## src/rtl/ieee1355_rx_char_decoder.sv

```systemverilog
// ----------------------------------------------------------------------------
// ieee1355_rx_char_decoder
//
// Character-level receive decoder placed after the DS bit-recovery front end.
// It hunts for the first NULL (ESC followed by FCC) in the recovered bit
// stream. Once aligned, it frames each character as P, F, then the payload.
// The payload is 8 data bits LSB first when F=0, or 2 code bits c0,c1 when
// F=1. The decoder checks link parity, reports data/EOP tokens, reports
// NULL/FCT pulses, and reports protocol errors.
//
// Ports
//   clk           in   system clock, rising edge
//   rst           in   synchronous active-high reset
//   rx_bit        in   recovered bit, first-transmitted bit first
//   rx_bit_valid  in   one-cycle qualifier for rx_bit
//   tok_valid     out  one-cycle pulse: token on tok_is_ctrl/tok_data
//   tok_is_ctrl   out  0: data byte, 1: EOP with code in tok_data[1:0]
//   tok_data      out  data byte or {6'b0,c1,c0} (EOP_1=2'b10, EOP_2=2'b01)
//   aligned       out  high from first NULL until an error or reset
//   null_seen     out  one-cycle pulse per NULL
//   fct_seen      out  one-cycle pulse per standalone FCC
//   err_parity    out  one-cycle pulse on link parity failure
//   err_esc       out  one-cycle pulse: ESC followed by non-FCC
//   err_disc      out  one-cycle pulse: no rx_bit_valid for the timeout
// ----------------------------------------------------------------------------
module ieee1355_rx_char_decoder #(
    parameter bit G_LINK_PARITY_IS_ODD = 1'b1,
    parameter int G_DISC_TIMEOUT_CLKS  = 64
) (
    input  logic       clk,
    input  logic       rst,
    input  logic       rx_bit,
    input  logic       rx_bit_valid,
    output logic       tok_valid,
    output logic       tok_is_ctrl,
    output logic [7:0] tok_data,
    output logic       aligned,
    output logic       null_seen,
    output logic       fct_seen,
    output logic       err_parity,
    output logic       err_esc,
    output logic       err_disc
);

    localparam int CW = $clog2(G_DISC_TIMEOUT_CLKS + 1);

    // NULL as seen while hunting: F,c0,c1 of ESC, then P,F,c0,c1 of FCC.
    // The FCC parity bit follows from the ESC payload (c0^c1 = 0).
    localparam logic       HUNT_Q       = ~G_LINK_PARITY_IS_ODD;
    localparam logic [6:0] NULL_PATTERN = {1'b1, 1'b1, 1'b1, HUNT_Q, 1'b1, 1'b0, 1'b0};

    typedef enum logic [1:0] {
        ST_HUNT    = 2'd0,
        ST_PAR     = 2'd1,
        ST_FLAG    = 2'd2,
        ST_PAYLOAD = 2'd3
    } state_t;

    state_t         state_r;
    logic [6:0]     hunt_sr_r;
    logic [2:0]     hunt_fill_r;
    logic           par_acc_r;
    logic           par_p_r;
    logic           flag_r;
    logic [3:0]     bit_cnt_r;
    logic [6:0]     data_sr_r;
    logic           esc_pend_r;
    logic [CW-1:0]  disc_cnt_r;

    logic [6:0]     hunt_window_s;
    logic           hunt_match_s;
    logic [1:0]     code_s;

    // Parity over previous payload, P and F must equal the link parity.
    function automatic logic parity_ok(input logic acc, input logic p, input logic f);
        return ((acc ^ p ^ f) == G_LINK_PARITY_IS_ODD);
    endfunction

    // The match is only allowed once 7 bits are already held. This means the
    // first 7 bits after (re)entering hunt can never complete a NULL.
    assign hunt_window_s = {hunt_sr_r[5:0], rx_bit};
    assign hunt_match_s  = (hunt_window_s == NULL_PATTERN) && (hunt_fill_r == 3'd7);
    // {c1,c0}: c0 arrived on the previous payload bit and sits in data_sr_r[6].
    assign code_s        = {rx_bit, data_sr_r[6]};

    // Character framing FSM, parity check, decode and disconnect timer.
    always_ff @(posedge clk) begin
        if (rst) begin
            state_r     <= ST_HUNT;
            hunt_sr_r   <= 7'd0;
            hunt_fill_r <= 3'd0;
            par_acc_r   <= 1'b0;
            par_p_r     <= 1'b0;
            flag_r      <= 1'b0;
            bit_cnt_r   <= 4'd0;
            data_sr_r   <= 7'd0;
            esc_pend_r  <= 1'b0;
            disc_cnt_r  <= '0;
            tok_valid   <= 1'b0;
            tok_is_ctrl <= 1'b0;
            tok_data    <= 8'd0;
            aligned     <= 1'b0;
            null_seen   <= 1'b0;
            fct_seen    <= 1'b0;
            err_parity  <= 1'b0;
            err_esc     <= 1'b0;
            err_disc    <= 1'b0;
        end else begin
            tok_valid  <= 1'b0;
            null_seen  <= 1'b0;
            fct_seen   <= 1'b0;
            err_parity <= 1'b0;
            err_esc    <= 1'b0;
            err_disc   <= 1'b0;

            if (state_r == ST_HUNT) begin
                disc_cnt_r <= '0;
                if (rx_bit_valid) begin
                    hunt_sr_r <= hunt_window_s;
                    if (hunt_fill_r != 3'd7) begin
                        hunt_fill_r <= hunt_fill_r + 3'd1;
                    end
                    if (hunt_match_s) begin
                        aligned    <= 1'b1;
                        null_seen  <= 1'b1;
                        par_acc_r  <= 1'b0;   // FCC payload parity
                        esc_pend_r <= 1'b0;
                        state_r    <= ST_PAR;
                    end
                end
            end else if (!rx_bit_valid) begin
                if (disc_cnt_r == CW'(G_DISC_TIMEOUT_CLKS - 1)) begin
                    err_disc    <= 1'b1;
                    aligned     <= 1'b0;
                    esc_pend_r  <= 1'b0;
                    disc_cnt_r  <= '0;
                    hunt_sr_r   <= 7'd0;
                    hunt_fill_r <= 3'd0;
                    state_r     <= ST_HUNT;
                end else begin
                    disc_cnt_r <= disc_cnt_r + CW'(1);
                end
            end else begin
                disc_cnt_r <= '0;
                case (state_r)
                    ST_PAR: begin
                        par_p_r <= rx_bit;
                        state_r <= ST_FLAG;
                    end
                    ST_FLAG: begin
                        if (!parity_ok(par_acc_r, par_p_r, rx_bit)) begin
                            err_parity  <= 1'b1;
                            aligned     <= 1'b0;
                            esc_pend_r  <= 1'b0;
                            hunt_sr_r   <= 7'd0;
                            hunt_fill_r <= 3'd0;
                            state_r     <= ST_HUNT;
                        end else begin
                            flag_r    <= rx_bit;
                            bit_cnt_r <= rx_bit ? 4'd2 : 4'd8;
                            par_acc_r <= 1'b0;
                            state_r   <= ST_PAYLOAD;
                        end
                    end
                    ST_PAYLOAD: begin
                        par_acc_r <= par_acc_r ^ rx_bit;
                        data_sr_r <= {rx_bit, data_sr_r[6:1]};
                        bit_cnt_r <= bit_cnt_r - 4'd1;
                        if (bit_cnt_r == 4'd1) begin
                            state_r <= ST_PAR;
                            if (!flag_r) begin
                                if (esc_pend_r) begin
                                    err_esc     <= 1'b1;
                                    aligned     <= 1'b0;
                                    esc_pend_r  <= 1'b0;
                                    hunt_sr_r   <= 7'd0;
                                    hunt_fill_r <= 3'd0;
                                    state_r     <= ST_HUNT;
                                end else begin
                                    tok_valid   <= 1'b1;
                                    tok_is_ctrl <= 1'b0;
                                    tok_data    <= {rx_bit, data_sr_r};
                                end
                            end else begin
                                case (code_s)
                                    2'b00: begin   // FCC
                                        if (esc_pend_r) begin
                                            null_seen  <= 1'b1;
                                            esc_pend_r <= 1'b0;
                                        end else begin
                                            fct_seen <= 1'b1;
                                        end
                                    end
                                    2'b11: begin   // ESC
                                        if (esc_pend_r) begin
                                            err_esc     <= 1'b1;
                                            aligned     <= 1'b0;
                                            esc_pend_r  <= 1'b0;
                                            hunt_sr_r   <= 7'd0;
                                            hunt_fill_r <= 3'd0;
                                            state_r     <= ST_HUNT;
                                        end else begin
                                            esc_pend_r <= 1'b1;
                                        end
                                    end
                                    default: begin // EOP_1 / EOP_2
                                        if (esc_pend_r) begin
                                            err_esc     <= 1'b1;
                                            aligned     <= 1'b0;
                                            esc_pend_r  <= 1'b0;
                                            hunt_sr_r   <= 7'd0;
                                            hunt_fill_r <= 3'd0;
                                            state_r     <= ST_HUNT;
                                        end else begin
                                            tok_valid   <= 1'b1;
                                            tok_is_ctrl <= 1'b1;
                                            tok_data    <= {6'd0, code_s};
                                        end
                                    end
                                endcase
                            end
                        end
                    end
                    default: begin
                        state_r <= ST_HUNT;
                    end
                endcase
            end
        end
    end

endmodule

```

## config.mk

```make
export PLATFORM = sky130hd
export DESIGN_NAME = ieee1355_rx_char_decoder
export DESIGN_NICKNAME = d
export VERILOG_FILES = /design/src/rtl/ieee1355_rx_char_decoder.sv
export SDC_FILE = /design/constraint.sdc
export NUM_CORES = 1
export LEC_CHECK = 0
export ABC_AREA = 1
export BUFFER_PORTS_ARGS = -buffer_cell sky130_fd_sc_hd__buf_2
export CELL_PAD_IN_SITES_DETAIL_PLACEMENT = 1
export CELL_PAD_IN_SITES_GLOBAL_PLACEMENT = 1
export CORE_MARGIN = 10
export CORE_UTILIZATION = 39
export DETAILED_ROUTE_END_ITERATION = 6
export PLACE_DENSITY = 0.71
export SYNTH_ARGS = -nofsm -noshare
export SYNTH_HDL_FRONTEND = slang
export SYNTH_SLANG_ARGS = --single-unit
```

## constraint.sdc

```tcl
create_clock -name clk -period 1.68 [get_ports clk]
set_input_delay 0 -clock clk [delete_from_list [all_inputs] [get_ports clk]]
set_output_delay 0 -clock clk [all_outputs]
set_load 0.02 [all_outputs]
```

[After elaboration in Yosys (flattened, before gate mapping)]
Index checks and enable logic that the tools add are counted.
Cells by class
  $add $sub $neg: 3
  eq/ne operators: 19
  multiplexer cells: 82
  bitwise operators: 11
  reductions and logical operators: 23
Operators by type and width (count)
  $mux W7: 9
  $mux W1: 43
  $mux W8: 4
  $mux W3: 10
  $reduce_and A6 Y1: 3
  $reduce_and A4 Y1: 4
  $mux W2: 7
  $pmux W7 S2: 1
  $reduce_and A7 Y1: 2
  $mux W4: 2
  $ne A2 B2 Y1 const B: 4
  $ne A4 B4 Y1 const B: 2
  $not A1 Y1: 8
  $pmux W4 S2: 1
  $reduce_or A4 Y1: 2
  $add A7 B1 Y7 const B: 1
  $eq A7 B6 Y1 const B: 1
  $eq A7 B7 Y1 const B: 1
  $reduce_or A7 Y1: 1
  $eq A2 B2 Y1 const B: 3
  $ne A3 B3 Y1 const B: 2
  $pmux W1 S2: 3
  $pmux W2 S3: 1
  $pmux W3 S2: 1
  17 further kinds: 22
Storage, ports and cells
  flip-flop bits (word level): 50
  bits of input ports: 4

[Depth between registers and ports, before layout]
Gate-level depths: netlist of run 1.
  depth in word-level cells: 7
  depth in mapped cells: 12
  mapped depth without buffers: 12

[Worst setup path after synthesis of run 1]
OpenSTA, ideal clock, no wires.
  kind: register to register
  start: reg state_r[0]
  end: reg bit_cnt_r[1]
  arrival: 1.583 ns
  data required time: 1.561 ns
  path slack: -0.023 ns
  cell stages (with the launch flop): 11
  buffers on the path: 0
  period minus slack after synthesis: 1.703 ns
  path through: dfxtp_1 -> inv_1 -> ha_1 -> inv_2 -> nand2_2 -> nor2_2 -> nand3_2 -> nand2_1 -> inv_1 -> o21ai_0 -> a21oi_1
Between the ends
  cells in the longest elaborated chain, start to end: 3
Ends and longest elaborated chain
  from (decl): RTL line 59  | state_t state_r;
  from (signal assigned): RTL line 89  | state_r <= ST_HUNT;
  from (signal assigned): RTL line 128  | state_r <= ST_PAR;
  from (signal assigned): RTL line 139  | state_r <= ST_HUNT;
  $eq A2 B2 Y1 / $logic_not A2 Y1 (equally long branches): RTL line 145, 116
  $ne A2 B2 Y1 (no source line), or another cell as far along
  $reduce_and A4 Y1 (no source line)
  to (signal assigned): RTL line 160  | bit_cnt_r <= rx_bit ? 4'd2 : 4'd8;
  to (signal assigned): RTL line 168  | bit_cnt_r <= bit_cnt_r - 4'd1;
  to (decl): RTL line 65  | logic [3:0] bit_cnt_r;
Several ways; a longest one is shown, not always the timed one.
A chain may end at the register's enable or synchronous reset.

[Worst setup path after layout of run 1]
  start: reg state_r[1]
  end: reg tok_data[2]
Between the ends
  cells in the longest elaborated chain, start to end: 3
Ends and longest elaborated chain
  $logic_not A2 Y1: RTL line 116  | if (state_r == ST_HUNT) begin
  $not A1 Y1 (no source line)
  $reduce_and A6 Y1 (no source line) (*)
  to (signal assigned): RTL line 182  | tok_data <= {rx_bit, data_sr_r};
  to (signal assigned): RTL line 217  | tok_data <= {6'd0, code_s};
  to (decl): RTL line 36  | output logic [7:0] tok_data,
Mark *: on every way between the ends. The rest lies on a longest branch, timed or not.

==> impl_metrics.ini, run 1 <==
[worst_hold_path]
holdPathStages = 2
hp-class = in -> reg

[yosys]
syn_area_per_cell_um2 = 7.24
synthSimpleGateAreaFrac_pct = 33.2
synth_cell_type_count = 28
netlist_instances = 327
synth_top_family_by_area = simple AND/OR/NAND/NOR gates
ys_seq_area_share_pct = 41.4
syn_area_um2 = 2370
synth-compound-area-share_pct = 11.3
syn-num-nets = 343
synth-seq-cells = 49
synth_fa_ha_area_share_pct = 6.34
synth_xor_area_share_pct = 0.370
ys_warn_count = 0
muxShareOfSynthArea_pct = 0

[power]
leakagePower_nw = 1.26
ir_drop_uv = 295
pwr_density_cell_nw_per_um2 = 699
power_mw = 2.05

[setup_path]
arrival_ns = 1.89
path_common_cell = nor2_4
reg2reg_depth = 11
required_ns = 1.93
path_max_fanout = 7
endpoint_kind = register
cp_slowest_stage_delay_ns = 0.36
path_cells = inv_2 -> ha_4 -> inv_4 -> nand2_4 -> nor2_4 -> inv_2 -> nor2_4 -> nand2_2 -> nor2_4 -> a22oi_2 -> nor2_1
start_kind = register
crit_type = reg -> reg
crit_slowest_cell = dfxtp_2

[grt]
grt_overflow = 0
grt_pass1_wl_mm = 10.5
antenna_found_initial = 0
grt_pass1_vias = 2283
grt_max_degree = 25
grt_use_total_pct = 12.9

[cts]
numCtsBuffers = 5
cts_max_level = 2
clock_sinks = 49
cts.clk_slew.worst_paths_ns = 0.10
cts_root_buf = clkbuf_8
cts_tree = built
clockBufferDepth = 2
clk_latency_ns = 0.31

[sta]
min_period_ns = 1.64
slew_violations = 0
setup_viol = 0
worstMarginPinSlew_ns = 0.282
fin_worst_skew_ns = 0.00870
max_slew_margin_pct = 81.2
hold_viol_final = 0
setup_ws_ns = 0.0445
max_freq_mhz = 611
rsz0062_at_grt = true
fin_crit_sh_pct = 97.4
tns_ns = 0

[place]
dp_cells = 433
gp_congestion = 0.798
hpwlAfterDp_mm = 4.60
port-buffer-count = 19
placed_cell_area_um2 = 2670
dp_worst_setup_slack_ns = -0.0840

[drt]
drc_errors = 0
post_drt_wl_per_cell_um = 14.0
vias_per_cell = 5.01
drtPass1Iterations = 4
postRouteAntennaNets = 0
via_count = 2229
initialDrtViolationCount = 38
wl_mm = 6.22

[die]
num_rows = 28
start_util_pct = 40.0
ios = 20
core_um2 = 5920
dieWidth_um = 97.9
die_y_um = 97.9
die-area_um2 = 9590

[run]
drv_cap = 0

[cells_and_area]
syn_to_final_growth_pct = 23.8
drive_gt1_share_pct = 27.8
final_nets = 385
stdcell_count = 445
layout_common_cells = nand2_1, nor2_1, dfxtp_1, inv_1, buf_4
antennaDiodeCount = 0
fillers = 750
stdcell_area_um2 = 2930

[run_status]
status = complete, no violations
## flip-flops by register name, summed over array words and instances, names as in the netlist, 2 cells and up
name	count
bit_cnt_r	4
data_sr_r	7
disc_cnt_r	7
hunt_fill_r	3
hunt_sr_r	6
state_r	2
tok_data	8
## per-stage QoR
stage | util, % | hold WS (ns)
after floorplan | - | 0.168
after global placement | 45.1 | 0.321
after detailed placement | 45.1 | 0.330
after CTS | 47.5 | 0.0243
after global routing | 49.5 | 0.0157
final | 49.5 | 0.0327
## power breakdown
group	total (mW)	switching (mW)	internal [mW]
logic	0.121	0.0788	0.0420
registers	1.19	0.0103	1.18
clock network	0.740	0.437	0.303
total	2.05	0.526	1.52
## cells in the mapped netlist (all sizes together)
cell type	instances	share of area (%)
nand4	3	0.79
nand3	24	5.7
o211ai	1	0.32
xor2	1	0.37
a21oi	20	4.2
and3	1	0.26
nor3	6	1.3
nand3b	1	0.32
ha	12	6.3
nand2	69	11
or2	1	0.26
a22oi	5	1.6
nor3b	2	0.63
clkbuf	4	0.63
buf	5	1.4
a311oi	1	0.37
dfxtp	49	41
nor2	66	13
inv	34	5.4
o21ai	21	4.4
o21a	1	0.32
## routing by layer
layer / vias up / global-route usage, % / share of wire, %
met3: 5 / 3.38 / 2.9
met4: 0 / 3.24 / 0.50
met5: - / 0 / 0
li1: 1132 / - / -
met2: 21 / 22.3 / 50
met1: 1071 / 15.3 / 47
## layout make-up
type                    count  area, um^2  share of cell area (%)
clock buffers               5        68.8                    2.35
clock inverters             3        26.3                   0.896
inverters                  34         130                    4.44
multi-input cells         236        1350                    46.0
flip-flops and latches     49         986                    33.6
well taps                  75        93.8                    3.20
repair buffers             43         278                    9.48
## timing repair
item	4_1_cts	5_1_grt
endpoints found under the hold margin	1	0
setup endpoints to repair	23	26
cloned	1	0
gates resized for setup	9	32
hold buffers	1	0
pin swaps	2	15
setup buffers	0	2
## worst max-delay path: cells and delay by family (launching register included)
family	cells	cell delay, ns
simple gates	6	0.79
fa+ha+maj	1	0.17
buf+inv	3	0.19
compound gates	1	0.08
flops	1	0.36
## kinds of logic after synthesis
family,count (synthesis)
compound gates,49
simple gates,173
flops,49
xor+xnor,1
fa+ha+maj,12
buf+inv,43
## path summary, 6_finish.rpt
check                              startpoint             to  slack, ns
worst max-delay path               state_r[1]    tok_data[2]       0.04
worst min-delay path                      rst    tok_data[3]       0.03
worst min register to register  disc_cnt_r[0]  disc_cnt_r[0]       0.42
worst max register to register     state_r[1]    tok_data[2]       0.04
(Power assumes the default switching activity.)
==> run 2, diff against run 1 <==
Settings changed: PLACE_DENSITY 0.71 to default, PLACE_DENSITY_LB_ADDON from default to 0.1.
==> impl_metrics.ini, run 2 (same netlist as run 1, synthesis figures left out) <==
[run_status]
status = complete, no violations

[cells_and_area]
antennaDiodeCount = 0
layout_common_cells = nand2_1, nor2_1, dfxtp_1, buf_4, inv_1
top_regs = tok_data: 8 flops, data_sr_r: 7 flops, disc_cnt_r: 7 flops
largest_reg_flops = 8
fillers = 771
final_nets = 400
stdcell_area_um2 = 3120
drive_gt1_share_pct = 31.7
syn_to_final_growth_pct = 31.6
top_register = tok_data

[grt]
grt_use_total_pct = 13.0
grt_pass1_wl_mm = 10.6
grt_max_degree = 25
grt_pass1_vias = 2294
grt_overflow = 0
antenna_found_initial = 0

[sta]
rsz0062_at_grt = true
hold_viol_final = 0
min_period_ns = 1.67
max_freq_mhz = 600
worstMarginPinSlew_ns = 0.319
slew_violations = 0
fin_worst_skew_ns = 0.0136
fin_crit_sh_pct = 99.3
max_slew_margin_pct = 78.6
holdWs_ns = 0.0334
setup_viol = 0

[setup_path]
worstSetupEndpoint = hunt_sr_r[5]
startpoint = state_r[0]
path_max_fanout = 6
crit_type = reg -> reg
r2r-end = hunt_sr_r[5]
arrival_ns = 1.88
start_kind = register
reg2reg_from = state_r[0]
rrSetupSlack_ns = 0.01
endpoint_kind = register
required_ns = 1.89
reg2reg_depth = 11

[drt]
wl_mm = 6.74
postRouteAntennaNets = 0
drtPass1Iterations = 4
post_drt_wl_per_cell_um = 14.7
initialDrtViolationCount = 64
drc_errors = 0
vias_per_cell = 4.95
via_count = 2277

[place]
hpwlAfterDp_mm = 4.54
placed_cell_area_um2 = 2690
gp_congestion = 0.804
port-buffer-count = 19

[power]
pwr_density_cell_nw_per_um2 = 700
power_mw = 2.18
ir_drop_uv = 366
leakagePower_nw = 1.36

[cts]
clockBufferDepth = 2
cts.clk_slew.worst_paths_ns = 0.10
clk_latency_ns = 0.31
cts_max_level = 2
clock_sinks = 49
cts_tree = built
cts_root_buf = clkbuf_8
numCtsBuffers = 5

[die]
ios = 20
core_um2 = 5920
start_util_pct = 40.0
num_rows = 28
die-area_um2 = 9590
dieWidth_um = 97.9
die_y_um = 97.9

[worst_hold_path]
hp-class = in -> reg

[run]
drv_cap = 0
==> run 2: worst min path at each step <==
stage            startpoint            to  slack [ns]  depth (start not counted)
2_1_floorplan  rx_bit_valid     null_seen        0.17                          2
3_3_place_gp         rx_bit  data_sr_r[6]        0.32                          3
6_report                rst   tok_data[6]        0.03                          2
3_5_place_dp         rx_bit  data_sr_r[6]        0.33                          3
5_1_grt                 rst   tok_data[7]        0.04                          2
4_1_cts                 rst   tok_data[6]        0.04                          2
==> run 2: area by class of cell <==
class | count | area [um^2] | area share, %
Clock buffer | 5 | 68.8 | 2.21
Clock inverter | 3 | 43.8 | 1.40
Inverter | 34 | 135 | 4.33
Multi-Input combinational cell | 235 | 1360 | 43.5
Sequential cell | 49 | 993 | 31.9
Tap cell | 75 | 93.8 | 3.01
Timing Repair Buffer | 59 | 428 | 13.7
==> run 2: stage by stage <==
stage / utilization, % / TNS, ns / setup WS (ns) / std cells
5_1_grt: 52.7 / -0.879 / -0.0966 / 460
6_report: 52.7 / 0 / 0.0123 / 460
3_3_place_gp: 45.5 / 0 / 0.000523 / 436
3_5_place_dp: 45.5 / -1.08 / -0.0796 / 436
4_1_cts: 49.4 / 0 / 0.00123 / 453
2_1_floorplan: - / -0.00888 / -0.00148 / 327
==> run 2: worst max-delay path, stage by stage, from the launching register on <==
cell and delay (ns):
dfxtp_4 0.38, buf_4 0.15, ha_4 0.16, inv_2 0.10, nor2_4 0.07, nand2_2 0.12
nand3_2 0.13, nor2_4 0.19, buf_12 0.14, nand2_1 0.05, nand2_1 0.05, nor2_1 0.04
==> run 2: report_power, final <==
group | leakage, nW | switching (mW) | internal, mW
clock | 0.0585 | 0.416 | 0.447
combinational | 0.899 | 0.0830 | 0.0526
sequential | 0.400 | 0.0110 | 1.17
total | 1.36 | 0.510 | 1.67
==> run 2: routing by layer <==
metal  wire length (um)  share of wire [%]  track usage (%)
met1               3050                 45             15.3
met2               3410                 50             22.3
met3                213                3.2             3.17
met4                 70                1.0             4.25
met5                  0                  0                0
==> run 2: repair_timing <==
item | in CTS | in global routing
buffers inserted | 8 | 7
gates resized for setup | 12 | 38
pin swaps | 4 | 11
endpoints found under the hold margin | 1 | 0
endpoints found under the setup margin | 25 | 30
gates cloned | 0 | 1
hold buffers | 1 | 0
==> run 3, diff against run 2 <==
Settings changed: PLACE_DENSITY from default to 0.83, PLACE_DENSITY_LB_ADDON 0.1 to default, REMOVE_ABC_BUFFERS from default to 1.
==> impl_metrics.ini, run 3 (same netlist as run 1, synthesis figures left out) <==
[run_status]
status = complete, no violations

[sta]
rsz0062_at_grt = true
worstMarginPinSlew_ns = 0.481
slew_violations = 0
fin_worst_skew_ns = 0.00712
holdWs_ns = 0.0226
setup_viol = 0
min_period_ns = 1.65
setup_ws_ns = 0.0291
max_freq_mhz = 606
fin_crit_sh_pct = 98.3
hold_viol_final = 0
max_slew_margin_pct = 67.9

[grt]
met3_usage_pct = 3.17
gr-usage-met1_pct = 14.9
grt_use_total_pct = 13.2
grt_overflow = 0
grt_max_degree = 17
grt_pass1_vias = 2310
top_usage_layer = met2
grt_pass1_wl_mm = 10.7
gr-usage-met2_pct = 23.4
antenna_found_initial = 0

[die]
die_y_um = 97.9
die-area_um2 = 9590
core_um2 = 5920
ios = 20
start_util_pct = 40.0
dieWidth_um = 97.9
num_rows = 28

[setup_path]
arrival_ns = 1.85
critPathTopFamily = simple AND/OR/NAND/NOR gates
crit_type = reg -> reg
path_cells = buf_4 -> ha_1 -> inv_2 -> nor2_2 -> nand3_4 -> o21ai_0 -> nor3_1
required_ns = 1.87
start_kind = register
crit_buf_inv = 2
crit_slowest_cell = o21ai_0
cp_slowest_stage_delay_ns = 0.38
path_max_fanout = 7
endpoint_kind = register

[worst_hold_path]
hp-class = in -> reg

[drt]
postRouteAntennaNets = 0
drtPass1Iterations = 4
initialDrtViolationCount = 37
post_drt_wl_per_cell_um = 15.5
drc_errors = 0
via_count = 2344
wl_mm = 7.04
vias_per_cell = 5.15

[cts]
hold_buffers = 0
cts_tree = built
cts_max_level = 2
clockBufferDepth = 2
clock_sinks = 49
numCtsBuffers = 5
cts.clk_slew.worst_paths_ns = 0.09
clk_latency_ns = 0.32
cts_root_buf = clkbuf_8

[power]
pwr_density_cell_nw_per_um2 = 673
leakagePower_nw = 1.31
power_mw = 2.04
ir_drop_uv = 451

[cells_and_area]
final_nets = 395
largest_reg_flops = 8
syn_to_final_growth_pct = 28.1
top_register = tok_data
antennaDiodeCount = 0
drive_gt1_share_pct = 30.5
layout_common_cells = nor2_1, nand2_1, dfxtp_1, buf_4, inv_1
top_regs = tok_data: 8 flops, data_sr_r: 7 flops, disc_cnt_r: 7 flops
final_common_cell = nor2_1
fillers = 768

[place]
hpwlAfterDp_mm = 4.69
port-buffer-count = 19
dp_worst_setup_slack_ns = -0.102
gp_congestion = 0.873

[run]
drv_cap = 0
-- run 3: stage by stage --
stage | TNS (ns) | util, % | cell area, um^2 | std cells
2_1_floorplan | -3.73 | - | 2320 | 318
3_3_place_gp | -0.0457 | 44.9 | 2660 | 432
3_5_place_dp | -0.846 | 44.9 | 2660 | 432
4_1_cts | -0.112 | 47.4 | 2810 | 444
5_1_grt | -0.732 | 51.2 | 3030 | 455
6_report | 0 | 51.2 | 3030 | 455
-- run 3: worst paths after layout --
kind,startpoint,depth (start not counted),slack [ns],end
setup / recovery,state_r[1],7,0.03,bit_cnt_r[2]
hold / removal,rst,2,0.02,tok_data[5]
setup reg to reg,state_r[1],7,0.03,bit_cnt_r[2]
hold reg to reg,disc_cnt_r[0],1,0.43,disc_cnt_r[0]
-- run 3: metal layers --
metal	up-vias	part of all wire (%)
met5	-	0
met2	34	53
li1	1154	-
met3	9	3.7
met4	0	1.5
met1	1147	42
-- run 3: area by class of cell --
class	count	area [um^2]	share of cell area, %
inverter	34	133	4.37
multi-input combinational	236	1380	45.4
clock buffer	6	72.6	2.39
sequential	49	988	32.6
tap	75	93.8	3.09
timing repair buffer	53	354	11.7
clock inverter	2	13.8	0.454
-- run 3: power by group --
group | internal (mW) | switching [mW] | total, mW
sequential | 1.18 | 0.0147 | 1.19
combinational | 0.0460 | 0.0850 | 0.131
clock | 0.298 | 0.422 | 0.719
-- run 3: repair_timing --
action | CTS | global route
endpoints found under the setup margin | 28 | 26
setup buffers | 3 | 11
resized for setup | 11 | 39
pin swaps | 5 | 11
gates cloned | 1 | 0
